===== src/rtl/ctrl.sv =====
// Instruction decoder and control unit for the 9-bit datapath.
// Combinational decode plus a sticky halt flag.
module ctrl (
   input  logic       clk,
   input  logic       rst_n,
   input  logic [8:0] instruction,
   output logic [2:0] alu_op,
   output logic       reg_write,
   output logic       mem_read,
   output logic       mem_write,
   output logic       branch,
   output logic       branch_conditional,
   output logic       halted
);

   typedef enum logic [2:0] {
      OP_ADD = 3'b000,
      OP_SUB = 3'b001,
      OP_AND = 3'b010,
      OP_XOR = 3'b011,
      OP_LDR = 3'b100,
      OP_STR = 3'b101,
      OP_BR  = 3'b110,
      OP_BRZ = 3'b111
   } opcode_e;

   typedef enum logic [2:0] {
      ALU_ADD = 3'b000,
      ALU_SUB = 3'b001,
      ALU_AND = 3'b010,
      ALU_XOR = 3'b011
   } alu_e;

   typedef enum logic {
      S_RUN  = 1'b0,
      S_HALT = 1'b1
   } state_e;

   typedef struct packed {
      alu_e alu;
      logic rw;
      logic mr;
      logic mw;
      logic br;
      logic bc;
   } ctl_t;

   opcode_e    opc;
   logic [5:0] fields;
   logic       is_halt;
   logic       is_br;
   state_e     state_q;
   state_e     state_d;
   ctl_t       dec;
   ctl_t       ctl;

   assign opc     = opcode_e'(instruction[8:6]);
   assign fields  = instruction[5:0];
   assign is_halt = (opc == OP_BR) && (fields == 6'h3f);
   assign is_br   = (opc == OP_BR) && (fields != 6'h3f);

   // Halt flag register; async clear on reset.
   always_ff @(posedge clk or negedge rst_n) begin
      if (!rst_n) begin
         state_q <= S_RUN;
      end else begin
         state_q <= state_d;
      end
   end

   // Next state: HALT parks the unit until reset.
   always_comb begin
      state_d = state_q;
      unique case (state_q)
         S_RUN:  if (is_halt) state_d = S_HALT;
         S_HALT: state_d = S_HALT;
         default: state_d = S_RUN;
      endcase
   end

   // Raw opcode decode; HALT yields no enables.
   always_comb begin
      dec = '0;
      dec.alu = ALU_ADD;
      unique case (1'b1)
         opc == OP_ADD: begin
            dec.alu = ALU_ADD;
            dec.rw  = 1'b1;
         end
         opc == OP_SUB: begin
            dec.alu = ALU_SUB;
            dec.rw  = 1'b1;
         end
         opc == OP_AND: begin
            dec.alu = ALU_AND;
            dec.rw  = 1'b1;
         end
         opc == OP_XOR: begin
            dec.alu = ALU_XOR;
            dec.rw  = 1'b1;
         end
         opc == OP_LDR: begin
            dec.alu = ALU_ADD;
            dec.rw  = 1'b1;
            dec.mr  = 1'b1;
         end
         opc == OP_STR: begin
            dec.alu = ALU_ADD;
            dec.mw  = 1'b1;
         end
         is_br: begin
            dec.alu = ALU_ADD;
            dec.br  = 1'b1;
         end
         is_halt: begin
            dec.alu = ALU_ADD;
         end
         opc == OP_BRZ: begin
            dec.alu = ALU_SUB;
            dec.br  = 1'b1;
            dec.bc  = 1'b1;
         end
         default: begin
            dec = '0;
         end
      endcase
   end

   // Once halted, every control line is held idle.
   always_comb begin
      ctl = dec;
      if (state_q == S_HALT) begin
         ctl = '0;
      end
   end

   assign alu_op             = ctl.alu;
   assign reg_write          = ctl.rw;
   assign mem_read           = ctl.mr;
   assign mem_write          = ctl.mw;
   assign branch             = ctl.br;
   assign branch_conditional = ctl.bc;
   assign halted             = (state_q == S_HALT);

endmodule


===== config.mk =====
export PLATFORM = sky130hd
export DESIGN_NAME = ctrl
export DESIGN_NICKNAME = d
export VERILOG_FILES = /design/src/rtl/ctrl.sv
export SDC_FILE = /design/constraint.sdc
export NUM_CORES = 1
export LEC_CHECK = 0
export CAP_MARGIN = 20
export CORE_AREA = 10 10 47 49
export CTS_CLUSTER_DIAMETER = 150
export DETAILED_ROUTE_END_ITERATION = 10
export DIE_AREA = 0 0 57 59
export PLACE_DENSITY = 0.43
export SYNTH_ARGS = -nofsm -noshare
export SYNTH_HDL_FRONTEND = slang
export SYNTH_SLANG_ARGS = --single-unit

===== constraint.sdc =====
create_clock -name clk -period 1.5 [get_ports clk]
set_clock_uncertainty 0.1 [all_clocks]
set_input_delay 0.3 -clock clk [delete_from_list [all_inputs] [get_ports clk]]
set_output_delay 0.3 -clock clk [all_outputs]
set_load 0.005 [all_outputs]

======== After elaboration in Yosys (flattened, before gate mapping) ========
Index checks and enable logic that the tools add are counted.
operators by class
  bitwise logic cells ..................... 1
  muxes and demuxes ....................... 9
  equal/unequal tests ..................... 9
  reductions and logical operators ........ 6
operators with widths
  kind                                                             number
  3-bit == test, second input constant                             4
  8-bit 2-to-1 mux                                                 1
  3-bit by 2-bit == test with 1-bit output, second input constant  2
  6-bit == test, second input constant                             1
  1-bit 2-to-1 mux                                                 6
  6-bit inequality test, second input constant                     1
  2-bit one-hot mux with 3 select lines                            1
  5-bit OR reduction                                               1
  2-bit OR reduction                                               2
  3-bit by 1-bit == test with 1-bit output, second input constant  1
  3-bit zero test                                                  1
  1-bit logical AND                                                2
  1-bit one-hot mux with 2 select lines                            1
  1-bit NOT                                                        1
word-level totals
  input bits .............................. 11
  word-level logic and storage cells ...... 26
  output and inout port bits .............. 9
  bits in registers ....................... 1

======== Depth between registers and ports, before layout ========
Gate-level depths: netlist of the first run.
  word-level depth ........................ 5
  gate-level depth with buffers ........... 2

======== Least setup slack after synthesis of the first run ========
Ideal clock, no wire load.
  kind .................................... input-to-output
  from .................................... input instruction[4]
  to ...................................... output branch
  stages .................................. 2
  setup slack ............................. 320 ps
  path buffers ............................ 0
  data arrival time ....................... 780 ps
  cells stage by stage .................... and4_1 a311oi_1
on the way
  word-level cells in the longest chain between the ends .. 5
ends and longest elaborated chain
  what                          RTL line  RTL
  start, declared               6         input logic [8:0] instruction,
  6-bit inequality test         60        assign is_br = (opc == OP_BR) && (fields != 6'h3f);
  1-bit logical AND             60
  2-bit OR reduction (no line)  -
  1-bit 2-to-1 mux              85        unique case (1'b1)
  8-bit 2-to-1 mux              132       if (state_q == S_HALT) begin
  end, declared                 11        output logic branch,
No other way between the ends.

======== Final worst setup path of the first run ========
  from .................................... input instruction[0]
  to ...................................... output branch
The elaborated chain is that of the path after synthesis.

==> results of run 1 <==
metal layers:
layer  global-route usage (%)  share of wire [%]  vias up
li1                         -                  -      121
met3                     2.36                 16        0
met1                     4.50                 43      101
met5                        0                  0        -
met2                     7.29                 41       17
met4                        0                  0        0
final timing paths:
kind                                       start          endpoint  slack [ns]  depth (start not counted)
worst max-delay path              instruction[0]            branch        0.05                          4
worst min-delay path                       rst_n  halted$_DFF_PN0_        0.35                          1
worst max register to register  halted$_DFF_PN0_  halted$_DFF_PN0_        0.53                          2
worst min register to register  halted$_DFF_PN0_  halted$_DFF_PN0_        0.51                          2
max in group asynchronous                  rst_n  halted$_DFF_PN0_        0.84                          1
min in group clk                halted$_DFF_PN0_  halted$_DFF_PN0_        0.51                          2
logic make-up (layout without fill, tap and decap cells):
| logic type | count (synthesis) | count (layout) | share of synthesized area [%] |
|---|---|---|---|
| and+or+nand+nor | 11 | 11 | 45.2 |
| AOI/OAI and AO/OA | 4 | 4 | 24.0 |
| buffers and inverters | 2 | 29 | 8.65 |
| other | 1 | 1 | 2.88 |
| DFF | 1 | 1 | 19.2 |
report_power, final:
| part | internal (mW) | switching, mW |
|---|---|---|
| sequential | 0.0301 | 0.00298 |
| clock | 0 | 0 |
| combinational | 0.0640 | 0.0355 |
what timing repair did:
action                                  in CTS  in global routing
endpoints found under the setup margin       9                  7
pin swaps                                    4                  0
gates resized for setup                     41                  8
setup buffers                                1                  3
metrics by stage:
| stage | hold WS (ns) | total power, mW | area (sq um) |
|---|---|---|---|
| 3_3_place_gp | 0.355 | 0.124 | 368 |
| 2_1_floorplan | -0.0956 | 0.0552 | 130 |
| 3_5_place_dp | 0.355 | 0.127 | 368 |
| 4_1_cts | 0.358 | 0.122 | 377 |
| 6_report | 0.353 | 0.133 | 404 |
| 5_1_grt | 0.362 | 0.144 | 404 |
cells in the final DEF (no fill, tap or decap), types with 2 or more instances in the layout:
cell	instances
dlygate4sd2_1	5
buf_4	8
clkbuf_2	2
clkdlybuf4s15_2	2
buf_2	4
buf_6	2
nor2_1	3
clkdlybuf4s15_1	3
clkdlybuf4s50_1	2
worst register-to-register path, cell delays in order (launching register included):
cell and delay, ns:
dfrtp_2 0.41, buf_4 0.14, a41o_1 0.19
final cells by class:
type / instances / area (sq um)
fill: 172 / 997
inverter: 1 / 3.75
multi-input combinational: 16 / 125
sequential: 1 / 26.3
tap: 16 / 20.0
timing repair buffer: 28 / 229
==> flow_summary.json, run 1 <==
{
  "status": "finished clean",
  "critPathMaxFanout": 2,
  "slowest_stage": "a311oi_2",
  "io_buffers": 18,
  "drt_first_iter_violations": 0,
  "powerDensity_nw_per_um2": 328,
  "yosysMostFrequentCell": "nor2_1",
  "largest_reg_flops": 1,
  "die_h_um": 59,
  "instances_no_fill": 62,
  "synthFlopType": "dfrtp_1",
  "p_leak_nw": 0.205,
  "setup_tns_ns": 0,
  "io_pins": 20,
  "yosysTopAreaCell": "dfrtp_1",
  "period_minus_slack_ns": 1.45,
  "vias_per_cell": 3.85,
  "cts-hold-fix-buffers": 0,
  "cp_top_family": "buffers and inverters",
  "fp-row-count": 14,
  "vias": 239,
  "cts.clk_slew.worst_paths_ns": 0,
  "die-area_sq_um": 3360,
  "grt_max_degree": 8,
  "finalMaxSlewViolations": 0,
  "synth_cell_types": 15,
  "grt_pass1_wl_um": 1190,
  "setup_slack_ns": 0.0455,
  "synth_edf_count": 0,
  "rsz0062_at_grt": "no",
  "grt_overflow": 0,
  "ys_seq_area_share_pct": 19.2,
  "final_nets": 59,
  "synth_common_cells": "nor2_1, nand2b_1, nor3_1",
  "gp_congestion": 0.727,
  "post-place-ws_ns": -0.627,
  "fin_crit_sh_pct": 97.0,
  "antenna_found_initial": 0,
  "routed_wl_um": 753,
  "area_growth_pct": 211,
  "hold_path.class": "in -> async",
  "track_usage_pct": 4.14,
  "dp_hpwl_um": 640,
  "cp-start-kind": "input port",
  "setup_viol": 0,
  "cp_num_buf_inv": 2,
  "synth.top_cell.area_share_pct": 19.2,
  "fmax_ghz": 0.688,
  "syn_area_sq_um": 130,
  "path_cells": "dlygate4sd2_1 -> nor2b_4 -> a311oi_2 -> buf_2",
  "cp.arrival_ns": 1.05,
  "insertion_delay_ns": 0,
  "start_util_pct": 9.29,
  "ys_warn_count": 0,
  "crit_type": "in -> out",
  "synthArstFlopShare_pct": 100,
  "fp.dieW_um": 57,
  "final_core_util_pct": 28.8,
  "endpoint_kind": "output pin",
  "core_area_sq_um": 1400,
  "drv_cap": 0,
  "drc": 0,
  "first_global_vias": 270,
  "hold_viol_final": 0,
  "crit_required_ns": 1.10,
  "syn_nets": 30,
  "num_antenna_cells": 0,
  "vdd_ir_drop_max_v": 0.000149,
  "first_pass_iters": 1,
  "syn_inst": 19,
  "ys_ff_latch": 1,
  "netlist_top_cells_area": "dfrtp_1, nand2b_1, nor2_1",
  "drive_above_1_share_pct": 54.3,
  "ant_nets": 0,
  "avgSynthCellArea_sq_um": 6.85,
  "dp.cells": 58,
  "slowest_delay_ns": 0.25,
  "wl_per_cell_um": 12.1
}
Note: power is estimated with default switching activity, not from simulation.
==> inputs of run 2 (changes only) <==
- CAP_MARGIN: 20 -> 40
- CTS_BUF_LIST: unset -> sky130_fd_sc_hd__clkbuf_16
==> results of run 2 <==
The final DEF is identical to that of run 1; final timing and power are the same.
==> inputs of run 3 (changes only) <==
- CAP_MARGIN: 40 -> 25
- HOLD_SLACK_MARGIN: unset -> 0.06
- SKIP_LAST_GASP: unset -> 1
==> flow_summary.json, run 3 (synthesis gave the netlist of run 1 again) <==
{
  "status": "finished clean",
  "power_uw": 130,
  "cts.clk_slew.worst_paths_ns": 0,
  "drt_first_iter_violations": 0,
  "slowest_stage": "dlygate4sd2_1",
  "n_fill_cell": 175,
  "hold_path.class": "in -> async",
  "drive_above_1_share_pct": 50.0,
  "cp-start-kind": "input port",
  "fp-row-count": 14,
  "crit_type": "in -> out",
  "largest_reg_flops": 1,
  "first_global_vias": 270,
  "io_pins": 20,
  "rsz0062_at_grt": "yes",
  "grt_pass1_wl_um": 1190,
  "die_h_um": 59,
  "routed_wl_um": 751,
  "critPathMaxFanout": 2,
  "core_area_sq_um": 1400,
  "antenna_found_initial": 0,
  "area_growth_pct": 205,
  "die-area_sq_um": 3360,
  "vias": 238,
  "layout_commonest_cell": "buf_4",
  "powerDensity_nw_per_um2": 328,
  "fp.dieW_um": 57,
  "final_core_util_pct": 28.3,
  "insertion_delay_ns": 0,
  "cp_num_buf_inv": 2,
  "dp_hpwl_um": 640,
  "grt_overflow": 0,
  "start_util_pct": 9.29,
  "wl_per_cell_um": 12.1,
  "fmax_ghz": 0.670,
  "path_cells": "dlygate4sd2_1 -> and4_1 -> a311oi_2 -> buf_2",
  "cp.arrival_ns": 1.09,
  "setup_viol": 0,
  "track_usage_pct": 4.14,
  "p_leak_nw": 0.206,
  "io_buffers": 18,
  "slowest_delay_ns": 0.23,
  "ant_nets": 0,
  "hold_ws_ns": 0.353,
  "crit_required_ns": 1.10,
  "fin_crit_sh_pct": 99.5,
  "finalMaxSlewViolations": 0,
  "grt_max_degree": 8,
  "hold_viol_final": 0,
  "vias_per_cell": 3.84,
  "layout_common_cells": "buf_4, dlygate4sd2_1, buf_2",
  "gp_congestion": 0.727,
  "num_antenna_cells": 0,
  "place_area_sq_um": 368,
  "vdd_ir_drop_max_v": 0.000147,
  "setup_tns_ns": 0,
  "period_minus_slack_ns": 1.49,
  "drv_cap": 0,
  "drc": 0,
  "final_area_sq_um": 397,
  "cp_top_family": "buffers and inverters",
  "first_pass_iters": 1,
  "endpoint_kind": "output pin",
  "final_nets": 59
}
run 3: timing repair:
action | in CTS | in global routing
buffers inserted | 1 | 3
endpoints found under the setup margin | 9 | 7
hold buffers | 0 | 0
resized for setup | 40 | 5
pin swaps | 4 | 1
run 3: final timing paths:
check	startpoint	end	slack, ns	depth (start not counted)
worst min-delay path	rst_n	halted$_DFF_PN0_	0.35	1
worst max register to register	halted$_DFF_PN0_	halted$_DFF_PN0_	0.54	2
worst max-delay path	instruction[2]	branch	0.007	4
min in group clk	halted$_DFF_PN0_	halted$_DFF_PN0_	0.51	2
max in group asynchronous	rst_n	halted$_DFF_PN0_	0.84	1
worst min register to register	halted$_DFF_PN0_	halted$_DFF_PN0_	0.51	2
run 3: routing by layer:
| layer | track usage [%] | vias up | wire length, um |
|---|---|---|---|
| met3 | 2.36 | 0 | 119 |
| met2 | 7.29 | 17 | 308 |
| met5 | 0 | - | 0 |
| li1 | - | 120 | - |
| met4 | 0 | 0 | 0 |
| met1 | 4.50 | 101 | 323 |
run 3: area by class of cell:
cell class | instances | area [sq um] | share of cell area (%)
Inverter | 1 | 3.75 | 0.946
Multi-Input combinational cell | 16 | 120 | 30.3
Sequential cell | 1 | 26.3 | 6.62
Tap cell | 16 | 20.0 | 5.05
Timing Repair Buffer | 28 | 226 | 57.1
run 3: where the power goes:
group / switching, mW / internal (mW) / total [mW]
clock: 0 / 0 / 0
combinational: 0.0345 / 0.0624 / 0.0969
sequential: 0.00298 / 0.0301 / 0.0331
run 3: worst reg2reg max path, stage by stage, from the launching register on:
cell and delay [ns]:
dfrtp_2 0.41, buf_4 0.14, a41o_1 0.19
run 3: through the flow:
step                      setup WS [ns]  cells
final                           0.00749     62
after global routing            -0.0352     62
after CTS                       -0.0176     59
after detailed placement         -0.627     58
after global placement           -0.610     58
after floorplan                   0.320     19
==> RTL change (settings of run 3) <==
Put a register stage on the outputs `alu_op`, `reg_write`, `mem_read`, `mem_write`, `branch`, `branch_conditional` and `halted`, cleared by the reset. The values now appear one clock later.
--- a/src/rtl/ctrl.sv
+++ b/src/rtl/ctrl.sv
@@ -136,9 +136,21 @@
 
-   assign alu_op             = ctl.alu;
-   assign reg_write          = ctl.rw;
-   assign mem_read           = ctl.mr;
-   assign mem_write          = ctl.mw;
-   assign branch             = ctl.br;
-   assign branch_conditional = ctl.bc;
-   assign halted             = (state_q == S_HALT);
+   always_ff @(posedge clk or negedge rst_n) begin
+      if (!rst_n) begin
+         alu_op             <= '0;
+         reg_write          <= '0;
+         mem_read           <= '0;
+         mem_write          <= '0;
+         branch             <= '0;
+         branch_conditional <= '0;
+         halted             <= '0;
+      end else begin
+         alu_op             <= ctl.alu;
+         reg_write          <= ctl.rw;
+         mem_read           <= ctl.mr;
+         mem_write          <= ctl.mw;
+         branch             <= ctl.br;
+         branch_conditional <= ctl.bc;
+         halted             <= (state_q == S_HALT);
+      end
+   end
 
Behaviour: not the same (a bounded check fails within 4 cycles, from zero or initial values and one cycle with rst_n low).
==> RTL change against run 3 <==
- cell count increased by 4.8%
- via count up 15%
- area after synthesis rose to 2.5 times the old value
- sequential cell count is 8 higher
- global-route usage up 1.3 points
- routed wire length up 9.7%
- maximum frequency increased by 3.1%
- setup slack better by 45 ps
- final area is 54% higher
- critical path type is now reg -> out
- critical endpoint is now mem_write
- largest cell class is now registers
Power is left out: it rests on default switching activity, and per cell area and clock period it moved more than threefold.
==> RTL change: results <==
[placement]
dpl.hpwl_um = 706
portBuffers = 18
place_inst = 61
routabilityCongestion = 0.690
placed_cell_area_um2 = 531

[final_layout]
stdcell_count = 65
drive_gt1_share_pct = 8.16
largest_register_ffs = 2
fillCellCount = 148

[synthesis]
ys_seq_area_share_pct = 68.2
synth_commonest_cells = "dfrtp_1 (9), nor2_1 (3), nand2b_1 (2), nor3_1 (2)"
yosysWarnings = 0
syn_nets = 38
synth_edf_count = 0
synthCells = 27
yosys.cell_types.count = 15
synthTopCellsByArea = "dfrtp_1 (68%), nand2b_1 (3.8%), nor2_1 (3.4%), a41o_1 (3.0%), nor3_1 (3.0%)"

[cts]
post_cts_buffers = 0
clkTransAtPathRegs_ps = 40
clock_path_buffers = 2
clk_latency_ps = 230
cts_resized = 0

[setup_path]
cp_slowest_stage_delay_ps = 500
crit_fanout = 1
critPathArrivalTime_ps = 1050
slowest_stage = "clkdlybuf4s50_1"

[grt]
grt_use_total_pct = 5.48
busiest_layer = "met2"
gr-usage-met2_pct = 7.60
met3_usage_pct = 4.51
global_route.usage.met1_pct = 4.95
grt_pass1_wl_um = 1380
antenna_found_initial = 0
grt_pass1_vias = 319
grt_max_degree = 10

[detailed_routing]
first_pass_iters = 4
routed_wl_um = 824
drt_iter0_drc = 3
dr_total_vias = 273

[run_status]
status = "finished, final reports clean"
-- RTL change: stage by stage --
step | utilization (%) | hold WS [ps] | worst slack (ps)
after floorplan | - | -95.6 | 591
after global placement | 37.9 | 412 | 114
after detailed placement | 37.9 | 411 | 93.6
after CTS | 43.5 | 284 | 38.0
after global routing | 43.5 | 303 | 15.1
final | 43.5 | 266 | 52.2
-- RTL change: kinds of logic after synthesis --
family | count (synthesis) | share of synthesized area [%]
AND/OR/NAND/NOR | 11 | 17.8
flip-flops | 9 | 68.2
buffers and inverters | 2 | 3.41
AO/OA/AOI/OAI | 4 | 9.47
other | 1 | 1.14
-- RTL change: area by class of cell --
class	count	share of cell area [%]
clock buffers	3	12.3
clock inverters	1	0.616
inverters	1	0.616
multi-input cells	16	15.4
flip-flops and latches	9	37.0
well taps	16	3.29
repair buffers	19	30.8
-- RTL change: worst paths after layout --
check                                from        end  slack, ps  cells past startpoint
worst max register to register    state_q  alu_op[0]        550                      2
worst min register to register    state_q     halted        410                      0
worst min-delay path                rst_n  mem_write        270                      1
max in group asynchronous           rst_n  alu_op[0]        750                      1
worst max-delay path            mem_write  mem_write         50                      1
min in group clk                  state_q     halted        410                      0
-- RTL change: routing by layer --
layer | share of wire (%) | wire (um) | vias to the layer above
met4 | 0.97 | 8 | 0
met1 | 39 | 324 | 122
li1 | - | - | 133
met3 | 14 | 112 | 2
met5 | 0 | 0 | -
met2 | 46 | 379 | 16
